===== config.mk =====
export PLATFORM = sky130hd
export DESIGN_NAME = sdram_arbiter
export DESIGN_NICKNAME = d
export VERILOG_FILES = /design/src/rtl/sdram_arbiter.sv
export SDC_FILE = /design/constraint.sdc
export NUM_CORES = 1
export LEC_CHECK = 0
export BUFFER_PORTS_ARGS = -buffer_cell sky130_fd_sc_hd__buf_2
export CORE_UTILIZATION = 40
export CTS_CLUSTER_DIAMETER = 60
export DETAILED_ROUTE_END_ITERATION = 8
export PLACE_DENSITY = 0.65
export SYNTH_ARGS = -nofsm -noshare
export SYNTH_HDL_FRONTEND = slang
export SYNTH_SLANG_ARGS = --single-unit

===== constraint.sdc =====
create_clock -name clk -period 2.28 [get_ports clk]
set_input_delay 0.456 -clock clk [delete_from_list [all_inputs] [get_ports clk]]
set_output_delay 0.456 -clock clk [all_outputs]
set_load 0.02 [all_outputs]

===== src/rtl/sdram_arbiter.sv =====
// Two-engine SDRAM bus arbiter with periodic auto-refresh insertion.
// Optional macro SDRAM_ARB_ROUND_ROBIN_EN: round-robin on simultaneous requests (default: write wins).
`ifndef SDRAM_CMD_NOP
`define SDRAM_CMD_NOP 3'b111
`endif
`ifndef SDRAM_CMD_AR
`define SDRAM_CMD_AR 3'b001
`endif

module sdram_arbiter #(
   parameter int REFRESH_PERIOD = 1560,
   parameter int T_RFC          = 7
) (
   input  logic        clk,
   input  logic        rst,
   input  logic        sdram_ready,
   input  logic        wr_request,
   input  logic        rd_request,
   input  logic        wr_idle,
   input  logic        rd_idle,
   input  logic [2:0]  wr_command,
   input  logic [2:0]  rd_command,
   input  logic [11:0] wr_address,
   input  logic [11:0] rd_address,
   input  logic [1:0]  wr_bank,
   input  logic [1:0]  rd_bank,
   output logic        wr_enable,
   output logic        rd_enable,
   output logic        auto_refresh,
   output logic [2:0]  command,
   output logic [11:0] address,
   output logic [1:0]  bank,
   output logic        missed_refresh
);

   localparam int TW = (REFRESH_PERIOD > 1) ? $clog2(REFRESH_PERIOD) : 1;
   localparam int DW = (T_RFC > 1) ? $clog2(T_RFC) : 1;
   localparam logic [TW-1:0] TIMER_RELOAD = TW'(REFRESH_PERIOD - 1);
   localparam logic [DW-1:0] DLY_LOAD     = DW'(T_RFC - 1);

   typedef enum logic [2:0] {IDLE, GRANT_WR, GRANT_RD, REFRESH, REFRESH_WAIT} state_t;
   typedef enum logic [1:0] {OWN_NONE, OWN_WR, OWN_RD} owner_t;

   state_t        state_q, state_d;
   owner_t        owner_q, owner_d;
   logic [TW-1:0] timer_q, timer_d;
   logic [DW-1:0] dly_q, dly_d;
   logic          pending_q, pending_d;
   logic          missed_q, missed_d;
   logic          wr_en_q, wr_en_d;
   logic          rd_en_q, rd_en_d;
   logic          expire;
   logic          start_ref;
   logic          rr_pick_rd;

`ifdef SDRAM_ARB_ROUND_ROBIN_EN
   logic last_rd_q, last_rd_d;

   // Remember who was granted last; a tie goes to the other requester.
   always_comb begin
      last_rd_d = last_rd_q;
      if (state_d == GRANT_WR) last_rd_d = 1'b0;
      else if (state_d == GRANT_RD) last_rd_d = 1'b1;
   end

   always_ff @(posedge clk) begin
      if (rst) last_rd_q <= 1'b1;
      else     last_rd_q <= last_rd_d;
   end

   assign rr_pick_rd = ~last_rd_q;
`else
   assign rr_pick_rd = 1'b0;
`endif

   always_comb begin
      expire  = sdram_ready && (timer_q == '0);
      timer_d = (!sdram_ready || expire) ? TIMER_RELOAD : timer_q - TW'(1);
   end

   always_comb begin
      state_d   = state_q;
      owner_d   = owner_q;
      dly_d     = dly_q;
      wr_en_d   = wr_en_q;
      rd_en_d   = rd_en_q;
      start_ref = 1'b0;
      case (state_q)
         IDLE: begin
            if (sdram_ready) begin
               if (pending_q) begin
                  state_d   = REFRESH;
                  owner_d   = OWN_NONE;
                  start_ref = 1'b1;
               end else if (wr_request && !(rd_request && rr_pick_rd)) begin
                  state_d = GRANT_WR;
                  wr_en_d = 1'b1;
               end else if (rd_request) begin
                  state_d = GRANT_RD;
                  rd_en_d = 1'b1;
               end
            end
         end
         GRANT_WR: begin
            if (wr_idle && pending_q) begin
               state_d   = REFRESH;
               owner_d   = OWN_WR;
               start_ref = 1'b1;
            end else if (wr_idle && !wr_request) begin
               state_d = IDLE;
               wr_en_d = 1'b0;
            end
         end
         GRANT_RD: begin
            if (rd_idle && pending_q) begin
               state_d   = REFRESH;
               owner_d   = OWN_RD;
               start_ref = 1'b1;
            end else if (rd_idle && !rd_request) begin
               state_d = IDLE;
               rd_en_d = 1'b0;
            end
         end
         REFRESH: begin
            state_d = REFRESH_WAIT;
            dly_d   = DLY_LOAD;
         end
         REFRESH_WAIT: begin
            if (dly_q != '0) begin
               dly_d = dly_q - DW'(1);
            end else begin
               owner_d = OWN_NONE;
               // The interrupted owner keeps its enable through the refresh and resumes directly.
               if (owner_q == OWN_WR && wr_request) begin
                  state_d = GRANT_WR;
               end else if (owner_q == OWN_RD && rd_request) begin
                  state_d = GRANT_RD;
               end else begin
                  state_d = IDLE;
                  wr_en_d = 1'b0;
                  rd_en_d = 1'b0;
               end
            end
         end
         default: state_d = IDLE;
      endcase
   end

   // Expiry wins over the clear so a refresh due in the AR cycle itself is not lost.
   always_comb begin
      pending_d = pending_q;
      missed_d  = missed_q;
      if (start_ref) pending_d = 1'b0;
      if (expire) begin
         pending_d = 1'b1;
         if (pending_q) missed_d = 1'b1;
      end
   end

   always_ff @(posedge clk) begin
      if (rst) begin
         state_q   <= IDLE;
         owner_q   <= OWN_NONE;
         timer_q   <= TIMER_RELOAD;
         dly_q     <= '0;
         pending_q <= 1'b0;
         missed_q  <= 1'b0;
         wr_en_q   <= 1'b0;
         rd_en_q   <= 1'b0;
      end else begin
         state_q   <= state_d;
         owner_q   <= owner_d;
         timer_q   <= timer_d;
         dly_q     <= dly_d;
         pending_q <= pending_d;
         missed_q  <= missed_d;
         wr_en_q   <= wr_en_d;
         rd_en_q   <= rd_en_d;
      end
   end

   always_comb begin
      command = `SDRAM_CMD_NOP;
      address = '0;
      bank    = '0;
      case (state_q)
         GRANT_WR: begin
            command = wr_command;
            address = wr_address;
            bank    = wr_bank;
         end
         GRANT_RD: begin
            command = rd_command;
            address = rd_address;
            bank    = rd_bank;
         end
         REFRESH: command = `SDRAM_CMD_AR;
         default: ;
      endcase
   end

   assign wr_enable      = wr_en_q;
   assign rd_enable      = rd_en_q;
   assign auto_refresh   = pending_q;
   assign missed_refresh = missed_q;

endmodule


==> results.md <==
- Outcome: finished clean
- Crit path launch type: flip-flop
- Final worst-path cycle share: 90.4%
- Max-cap violations: 0
- RR Startpoint: dly_q[0]
- Syn_area_per_cell: 8.38 µm²
- # fillers: 352
- # diodes: 0
- CTS tree: done
- Xor/xnor cell area share of the yosys netlist: 5.14%
- Post-CTS Resized: 0
- Gate Count Post-Synth: 183
- Slew @ Worst Pin: 404 ps
- Skew final: 1.55 ps
- Nets: 291
- Crit. End Element: primary output
- Yosys cell types: 43
- Initial antenna violation count: 0
- Initial core utilization: 41.9%
- Final WS setup: 219 ps
- Total number of vias: 1590
- Routed wire per std cell: 12.9 µm
- Total clock sinks: 23
- R2r endpoint: wr_enable
- Worst setup path end: address[5]
- Total gr overflow: 0
- Post-Syn Nets: 228
- Area of the multi-input gates: 986 µm²
- Leakage: 0.844 nW
- WP data arrival: 1610 ps
- Worst Hold Class: flip-flop to flip-flop
- Synth Warn #: 0
- Routed wire length: 3790 µm
- Setup slack, reg-to-reg: 430 ps
- F_max: 485 MHz
- Crit-path max FO: 14
- DP Wirelength: 2950 µm
- DRC viols: 0
- Placed inst area: 1910 µm²
- Design area: 1960 µm²
- Pwr Density: 593 nW/µm²
- Largest net degree at the start of global routing: 20
- Hold Fails Final Rpt: 0
- Slew Limit Fails: 0
- Crit. Startpoint: state_q[0]
- Routability Congestion: 0.862
- Register area: 463 µm²
- Largest family of logic cells by synthesized area: simple AND/OR/NAND/NOR gates
- Final min period: 2060 ps
- Crit Path Class: flip-flop to primary output
- Asr flop ratio synth: 0%
- Worst Reg2Reg Path Length in Cells: 6
- Post-synthesis register bit count: 23
- Clock buffer depth: 2
- RSZ-0062 raised after global routing: no
- DR pass1 iterations: 4
- ANT nets after route: 0
- DR iter-0 viols: 35
- Vias/cell: 5.43
- Worst ir drop on vdd: 0.253 mV
- Worst relative slew slack: 72.9%
- DIE AREA: 4090 µm²
- CTS H-Tree Depth: 1
- Global-route wire length before repair: 6480 µm
- Synth Area in Compound Gates: 23.9%
- Setup tns final: 0 ps
- Worst slack at placement: 337 ps
- Final Setup Violations: 0
- Post-Synth Simple-Gate Area: 29.2%
- Die height: 63.9 µm
- Die Span X: 63.9 µm
- Vias in the first global route: 1456
- CORE AREA: 3660 µm²
- Clk slew on worst S/H paths: 90 ps
- Clk Latency, worst-skew pair: 270 ps
- Layout cells sized above 1: 36.3%
- Adder-cell area share of the yosys netlist: 3.26%
- Synthesized area: 1530 µm²
- CP required: 1820 ps
- Synth-to-Final Area Change: 27.6%
- Total CTS buffers: 3
- CTS hold repair buffers: 0
- HP Start: timer_q[0]
- FP Rows: 22
- Io pins: 62
- IO Port Bufs: 61
- Clk root buf: clkbuf_8
- GR Util All Layers: 20.0%
- Top_reg_cell synth: dfxtp_1
- Postcts setup bufs: 0
- Number of enable flip-flop cells after synthesis: 0
- Core Util, Final: 53.5%
- Min Hold Slack: 420 ps
- Mux cell area share after synthesis: 2.77%
- Sequential area share after synthesis: 30.0%
-- registers in the layout (all words and copies together), names as in the netlist --
register and cells:
owner_q 2, auto_refresh 1, missed_refresh 1, timer_q 11, dly_q 3, rd_enable 1, state_q 3, wr_enable 1
-- how the worst min path moves through the flow --
stage | endpoint | slack [ps] | cells after the start
after floorplan | timer_q[0] | 380 | 1
final | timer_q[0] | 420 | 1
after CTS | timer_q[0] | 430 | 1
after detailed placement | timer_q[0] | 400 | 1
after global routing | timer_q[0] | 440 | 1
after global placement | timer_q[0] | 390 | 1
-- where the power goes --
| group | switching [mW] | total, mW | internal (mW) |
|---|---|---|---|
| sequential | 0.0299 | 0.450 | 0.420 |
| combinational | 0.244 | 0.449 | 0.204 |
| clock | 0.139 | 0.262 | 0.124 |
| total | 0.413 | 1.16 | 0.748 |
-- cells in the mapped netlist, types with 3 or more instances --
cell type / instances / area (µm²)
a21o_1: 3 / 22.5
a21oi_1: 12 / 60.1
a221oi_1: 3 / 26.3
a22o_1: 14 / 123
buf_2: 7 / 35.0
clkbuf_1: 3 / 11.3
dfxtp_1: 23 / 460
ha_1: 4 / 50.1
inv_1: 9 / 33.8
nand2_1: 10 / 37.5
nand2b_1: 4 / 25.0
nand3_1: 4 / 20.0
nand3b_1: 3 / 22.5
nor2_1: 13 / 48.8
nor2b_1: 9 / 56.3
nor3_1: 5 / 25.0
nor3b_1: 5 / 37.5
nor4_1: 3 / 18.8
o21ai_0: 6 / 30.0
o31ai_1: 3 / 22.5
xnor2_1: 7 / 61.3
-- per-stage QoR --
step	total power, mW	std cells
3_3_place_gp	0.908	289
2_1_floorplan	0.760	183
4_1_cts	1.17	293
6_report	1.16	293
5_1_grt	1.23	293
3_5_place_dp	0.907	289
-- worst max-delay path: stages, from the launching register on --
cell and delay (ps):
dfxtp_2 480, nor3b_2 270, buf_4 230, a22o_1 180, buf_2 170
-- cells by family after synthesis --
kind of cell / Yosys count
AOI/OAI and AO/OA: 52
xor gates and xnor gates: 9
adders and majority gates: 4
buffers and inverters: 20
DFF: 23
muxes: 4
and+or+nand+nor: 71
-- routing by layer --
layer | vias up | global-route usage [%] | share of wire, %
met5 | - | 0 | 0
met4 | 0 | 15.3 | 5.1
met3 | 13 | 3.21 | 8.8
met2 | 74 | 32.4 | 44
met1 | 704 | 23.4 | 42
li1 | 799 | - | -
-- area by class of cell --
class,instances,area share [%]
Multi-Input combinational cell,140,50.4
Sequential cell,23,23.7
Timing Repair Buffer,69,18.7
Tap cell,48,3.07
Clock buffer,3,2.11
Inverter,9,1.73
Clock inverter,1,0.384
-- layout by cell type, fill, tap and decap left out, types with 6 or more instances in the layout --
cell      n
xnor2_1   7
o21ai_0   6
buf_2    61
a22o_1   14
buf_4     8
dfxtp_1  21
a21oi_1  12
nor2b_1   9
nand2_1  10
inv_1     9
nor2_1   13
Note: power is estimated with default switching activity, not from simulation.
